===== src/rtl/dac_sample_driver.sv =====
// dac_sample_driver: FIFO-buffered DDS sample path driving a DAC with a divided Dac_CLK.
// Define DAC_OFFSET_BIN_EN to emit offset-binary codes instead of two's complement.
module dac_sample_driver #(
    parameter int DATA_W     = 10,
    parameter int FIFO_DEPTH = 4,
    parameter int DIV_W      = 8
) (
    input  logic                          Pll_CLK,
    input  logic                          Fg_RESET,
    input  logic                          Dac_Enable,
    input  logic [DIV_W-1:0]              Dac_Div,
    input  logic [DATA_W-1:0]             Smp_Data,
    input  logic                          Smp_Valid,
    output logic                          Smp_Ready,
    output logic                          Dac_CLK,
    output logic [DATA_W-1:0]             Dac_Data,
    output logic                          Dac_Underrun,
    output logic [$clog2(FIFO_DEPTH):0]   Fifo_Level
);
    localparam int AW = $clog2(FIFO_DEPTH);
`ifdef DAC_OFFSET_BIN_EN
    localparam logic [DATA_W-1:0] ZERO_CODE = {1'b1, {(DATA_W-1){1'b0}}};
    function automatic logic [DATA_W-1:0] to_code(input logic [DATA_W-1:0] s);
        return {~s[DATA_W-1], s[DATA_W-2:0]};
    endfunction
`else
    localparam logic [DATA_W-1:0] ZERO_CODE = '0;
    function automatic logic [DATA_W-1:0] to_code(input logic [DATA_W-1:0] s);
        return s;
    endfunction
`endif

    typedef enum logic [1:0] {IDLE, LOW, HIGH} state_t;
    state_t state, state_d;
    logic [DATA_W-1:0] mem [FIFO_DEPTH];
    logic [AW-1:0] wr_ptr, rd_ptr;
    logic [DATA_W-1:0] last_smp;
    logic [DIV_W-1:0] div_q, cnt, cnt_d;
    logic full, empty, push, pop, slot, phase_done;

    assign full       = Fifo_Level == (AW+1)'(FIFO_DEPTH);
    assign empty      = Fifo_Level == '0;
    assign Smp_Ready  = !full && !Fg_RESET;
    assign push       = Smp_Valid && Smp_Ready;
    assign pop        = slot && !empty;
    assign phase_done = cnt == div_q;

    // A slot is the LOW entry: the only cycle where Dac_Data and div_q may change
    always_comb begin
        state_d = state;
        cnt_d   = cnt + DIV_W'(1);
        slot    = 1'b0;
        case (state)
            IDLE: begin
                cnt_d = '0;
                slot  = Dac_Enable && !empty;
            end
            LOW: if (phase_done) begin
                state_d = HIGH;
                cnt_d   = DIV_W'(1);
            end
            HIGH: if (phase_done) begin
                state_d = IDLE;
                cnt_d   = '0;
                slot    = Dac_Enable;
            end
            default: state_d = IDLE;
        endcase
        if (slot) begin
            state_d = LOW;
            cnt_d   = DIV_W'(1);
        end
    end

    always_ff @(posedge Pll_CLK or posedge Fg_RESET) begin
        if (Fg_RESET) begin
            state        <= IDLE;
            cnt          <= '0;
            div_q        <= DIV_W'(1);
            Dac_CLK      <= 1'b0;
            Dac_Data     <= ZERO_CODE;
            Dac_Underrun <= 1'b0;
            last_smp     <= '0;
            wr_ptr       <= '0;
            rd_ptr       <= '0;
            Fifo_Level   <= '0;
        end else begin
            state        <= state_d;
            cnt          <= cnt_d;
            Dac_CLK      <= state_d == HIGH;
            Dac_Underrun <= slot && empty;
            if (slot) begin
                div_q    <= (Dac_Div == '0) ? DIV_W'(1) : Dac_Div;
                Dac_Data <= to_code(empty ? last_smp : mem[rd_ptr]);
            end
            if (pop) begin
                last_smp <= mem[rd_ptr];
                rd_ptr   <= rd_ptr + AW'(1);
            end
            if (push)
                wr_ptr <= wr_ptr + AW'(1);
            Fifo_Level <= Fifo_Level + (AW+1)'(push) - (AW+1)'(pop);
        end
    end

    // Storage needs no reset: pointers and level define what is valid
    always_ff @(posedge Pll_CLK)
        if (push)
            mem[wr_ptr] <= Smp_Data;
endmodule


===== config.mk =====
export PLATFORM = sky130hd
export DESIGN_NAME = dac_sample_driver
export DESIGN_NICKNAME = d
export VERILOG_FILES = /design/src/rtl/dac_sample_driver.sv
export SDC_FILE = /design/constraint.sdc
export NUM_CORES = 1
export LEC_CHECK = 0
export CORE_MARGIN = 5
export CORE_UTILIZATION = 35
export CTS_CLUSTER_DIAMETER = 100
export DETAILED_ROUTE_END_ITERATION = 8
export GPL_ROUTABILITY_DRIVEN = 0
export REMOVE_ABC_BUFFERS = 1
export SYNTH_ARGS = -nofsm -noshare
export SYNTH_HDL_FRONTEND = slang
export SYNTH_SLANG_ARGS = --single-unit

===== constraint.sdc =====
create_clock -name Pll_CLK -period 2.7 [get_ports Pll_CLK]
set_input_delay 0.675 -clock Pll_CLK [delete_from_list [all_inputs] [get_ports Pll_CLK]]
set_output_delay 0.675 -clock Pll_CLK [all_outputs]
set_load 0.05 [all_outputs]

---- Word level (Yosys, flattened, before mapping) ----
Memories as Yosys holds them, arrays and structs flattened.
Index checks and enable logic that the tools add are counted.
storage, ports and cells
  flip-flop bits (word level) ............. 47
  bits in latches ......................... 0
  logic and storage cells ................. 46
  memory bits (writable) .................. 40
  memories kept ........................... 1
  ROM bits ................................ 0
memory list
  memory  words  width  rd ports  clocked after memory_dff  wr ports  line  RTL
  mem     4      10     1         0                         1         35    logic [DATA_W-1:0] mem [FIFO_DEPTH];
cells by class
  muxes and demuxes ....................... 14
  shift operators ......................... 0
  $lt $le $gt $ge ......................... 0
  reduce and logical (&&, ||, !) cells .... 11
  multipliers ............................. 0
  bitwise operators ....................... 0
  add/sub/neg operators ................... 5
  divide/modulo/power cells ............... 0
  eq/ne operators ......................... 5
operators by type and width
  cell                 count
  $mux 8               4
  $pmux 8 s3           1
  $mux 10              1
  $add 8x1->8 const B  1
  $eq 8x8->1           1
  $logic_not 8->1      1
  $mux 2               3
  $pmux 2 s3           1
  $logic_and 1x1->1    5
  $add 2x1->2 const B  2
  $eq 2x2->1 const B   2
  $add 3x1->3          1
  $eq 3x3->1 const B   1
  $logic_not 1->1      3
  $logic_not 3->1      1
  $mux 1               3
  $sub 3x1->3          1
  $eq 2x1->1 const B   1
  $logic_not 2->1      1
  $pmux 1 s2           1

---- Longest topological paths before layout ----
  depth after elaboration ................. 6
  depth in mapped cells ................... 12
  depth with buffers taken out ............ 11

---- Worst setup path before layout ----
Ideal clock, no wire load.
  path type ............................... register -> register
  from .................................... register Fifo_Level[1]
  to ...................................... register Fifo_Level[2]
  cell stages (with the launch flop) ...... 11
  setup time .............................. 0.142 ns
  period minus slack after synthesis ...... 3.309 ns
  path slack .............................. -0.609 ns
  required time ........................... 2.558 ns
  path buffers ............................ 0
  arrival ................................. 3.167 ns
  path through ............................ dfrtp_1 > nor2_1 > a21oi_1 > and2_1 > inv_1 > ha_1 > inv_1 > ha_1 > fa_1 > xor2_1 > xnor2_1
between the ends
  word-level cells in the longest chain between the ends .. 6
ends and longest elaborated chain
  what                    line  RTL
  start, declared         18    output logic [$clog2(FIFO_DEPTH):0] Fifo_Level
  start signal, assigned  102   Fifo_Level <= Fifo_Level + (AW+1)'(push) - (AW+1)'(pop);
  $eq 3x3->1              41    assign full = Fifo_Level == (AW+1)'(FIFO_DEPTH);
  $logic_not 1->1         43    assign Smp_Ready = !full && !Fg_RESET;
  $logic_and 1x1->1       43
  net Smp_Ready           14    output logic Smp_Ready,
  $logic_and 1x1->1       44    assign push = Smp_Valid && Smp_Ready;
  $add 3x1->3             102
  $sub 3x1->3             102
The timed path passes the listed nets, and every way through them passes these cells.
A chain may end at the register's enable or synchronous reset.

---- Worst setup path in the final report ----
  from .................................... input Fg_RESET
  to ...................................... register Fifo_Level[2]
between the ends
  word-level cells in the longest chain between the ends .. 5
ends and longest elaborated chain
  what                              line  RTL
  start, declared                   9     input logic Fg_RESET,
  $logic_not 1->1 (no source line)  n/a
  $logic_and 1x1->1                 43
  $logic_and 1x1->1                 44
  $add 3x1->3                       102
  $sub 3x1->3                       102
No other way between the ends.

==> impl_metrics.ini <==
[outcome]
status = complete, no violations

[worst_hold_path]
hold_path.class = register to register

[clock_tree]
cts_hold_buffers = 0
clk_pin_slew_ps = 90
cts_sinks = 87
cts_buffers = 9
clk_path_buf_depth = 2
cts_tree = built
insertion_delay_ps = 350
root_buffer = clkbuf_8
h-tree-depth = 3
cts_setup_buffers = 0
cts_resized = 0

[synthesis]
yosys.area_share.adder_pct = 2.886
ys.warnings.count = 0
synth_xor_area_share_pct = 4.463
synth.area.mux_share_pct = 18.29
synth_cells = 227
synth_compound_area_share_pct = 2.114
synth-simple-area-share_pct = 5.570
synth_cell_types = 41
synth-seq-area-share_pct = 63.79
synth-seq-cells = 87
synth_top_family_by_area = multiplexers
synthesis.area_sq_um = 3729
synth.avg_cell_area_sq_um = 16.43

[worst_setup_path]
critPathMaxFanout = 2
startpoint_type = input port
critical_path_class = input port to register
slowest_stage = clkdlybuf4s50_1
crit_family = adder cells
worstPathArrival_ps = 2630
critPathRequiredTime_ps = 2940
cp_cell_sequence = clkdlybuf4s50_1, a21oi_1, and2_1, inv_1, ha_1, inv_1, ha_1, fa_1, xor2_1, xnor2_1
path_buf_inv = 3
slowest_delay_ps = 440
end_kind = register

[sta]
setup_viol = 0
slew_headroom_pct = 65.78
hold_viol = 0
fin_ws_ps = 311.3
fin_crit_ps = 2389
slew_violations = 0
finClkSkew_ps = 10.83
tns_ps = 0
worst_pin_slew_ps = 511.6
finalCritPeriodShare_pct = 88.47
timing.fmax_mhz = 418.6
rsz0062_at_grt = false

[finish]
multi_input_area_sq_um = 1242
diodes = 0
layout_common_cells = dfrtp_1, edfxtp_1, clkdlybuf4s50_1
drive_gt1_share_pct = 28.67
final_common_cell = dfrtp_1
seq_area_sq_um = 2379
design_area_sq_um = 4521
syn_to_final_growth_pct = 21.24
fin_nets = 311
n_fill_cell = 970

[detailed_routing]
vias = 1952
drtAntennaViolNets = 0
avgViaCountPerCell = 4.626
wl_per_cell_um = 15.22
drcViolationCount = 0
drtIter0Drc = 49
dr.pass1.iters = 4
drt_wl_total_um = 6422

[grt]
antenna_found_initial = 0
grt_pass1_wl_um = 10810
gr-total-overflow = 0
grt_use_total_pct = 10.80
grt_pass1_vias = 2093
grt_max_degree = 28

[power]
switching_share_pct = 34.81
ir_drop_uv = 327.1
combPwrFrac_pct = 39.8
clkPwrFrac_pct = 17.9
powerDensity_nw_per_um2 = 1074
switching_power_w = 0.001689
p_int_w = 0.003164
seq_power_share_pct = 42.3
p_leak_nw = 1.793

[placement]
place.port_buffers = 37
dpl.hpwl_um = 4504
dp_slack_ps = -84.97
placed_area_sq_um = 4332

[flow_run]
cap_violations = 0

[floorplan]
start_util_pct = 35.96
core-area_sq_um = 10370
die_w_um = 113.2
io_pins = 38
dieArea_sq_um = 12820
num_rows = 37
die_h_um = 113.2
[worst register-to-register path: cells and delay by family (launching register included)]
family	cells	cell delay, ps
adder cells (fa/ha/maj)	3	660
buffers and inverters	2	120
flip-flops	1	550
AO/OA/AOI/OAI	1	200
XOR/XNOR	3	390
AND/OR/NAND/NOR	2	330
[worst paths after layout]
kind                           from             to  slack, ps  depth (start not counted)
setup / recovery           Fg_RESET  Fifo_Level[2]        310                         10
hold / removal             div_q[0]       div_q[0]        490                          2
setup reg to reg           div_q[0]  Fifo_Level[2]        330                         11
hold reg to reg            div_q[0]       div_q[0]        490                          2
max in group asynchronous  Fg_RESET       div_q[0]       1430                          3
min in group asynchronous  Fg_RESET      rd_ptr[1]        710                          2
[metal layers]
metal / up-vias / share of wire (%) / global-route usage (%)
li1: 937 / - / -
met1: 978 / 46 / 14.27
met2: 27 / 50 / 17.14
met3: 10 / 2.9 / 2.781
met4: 0 / 1.5 / 4.087
met5: - / 0 / 0
[flip-flops by register name, summed over array words and instances, names as in the netlist]
name          cells
Dac_CLK           1
Dac_Data         10
Dac_Underrun      1
Fifo_Level        3
cnt               8
div_q             8
last_smp         10
mem              40
rd_ptr            2
state             2
wr_ptr            2
[per-stage QoR]
step | hold slack (ps) | util, % | total power, W | std cells
after floorplan | 455.7 | - | 0.003426 | 220
after global placement | 469.4 | 41.77 | 0.004017 | 406
after detailed placement | 478.0 | 41.77 | 0.004051 | 406
after CTS | 491.9 | 43.59 | 0.004932 | 422
after global routing | 510.1 | 43.59 | 0.005174 | 422
final | 488.3 | 43.59 | 0.004853 | 422
[power by group through the flow]
stage / combinational (W) / sequential (W) / clock, W
final: 0.00193 / 0.00205 / 0.000868
after global routing: 0.00209 / 0.00212 / 0.000964
after CTS: 0.00197 / 0.00206 / 0.000903
after detailed placement: 0.00196 / 0.00209 / 0
after global placement: 0.00194 / 0.00208 / 0
after floorplan: 0.00102 / 0.00240 / 0
[synth_stat cells]
cell type,n,share of area [%]
nor3_1,3,0.40
nor2b_1,2,0.34
ha_1,7,2.3
a21oi_1,3,0.40
nand4_1,2,0.34
or3_1,1,0.17
mux2i_1,1,0.27
o21ai_2,1,0.23
dfstp_2,1,0.70
nand2b_2,1,0.23
fa_1,1,0.54
o21ai_0,3,0.40
xnor2_1,13,3.1
and3_2,1,0.20
mux2_1,1,0.30
edfxtp_1,40,32
nand4_2,1,0.34
dfrtp_1,46,31
and2_1,1,0.17
clkbuf_1,1,0.10
a21boi_0,1,0.20
nor4_1,1,0.17
o21a_1,1,0.20
nor2_1,7,0.70
and3_1,5,0.84
nand2b_1,1,0.17
or2_2,1,0.17
mux4_2,10,6.0
mux2_2,28,8.5
buf_4,1,0.20
o21ai_4,1,0.44
mux2_4,8,3.2
buf_6,3,0.91
buf_2,1,0.13
nand2_1,4,0.40
nand3_1,5,0.67
nand3_2,1,0.27
o221ai_1,1,0.23
buf_12,1,0.54
xor2_1,6,1.4
inv_1,10,1.0
[cell type report]
type,count,share of cell area [%]
clock buffers,10,2.823
flip-flops and latches,87,52.62
repair buffers,50,11.13
inverters,10,0.8303
clock inverters,6,1.356
well taps,136,3.764
multi-input cells,123,27.48
[cells by family after synthesis]
group	after synthesis
compound gates	11
xor+xnor	19
fa+ha+maj	8
buf+inv	17
flops	87
mux	48
simple gates	37
No activity file was read; power rests on OpenSTA's default activity.
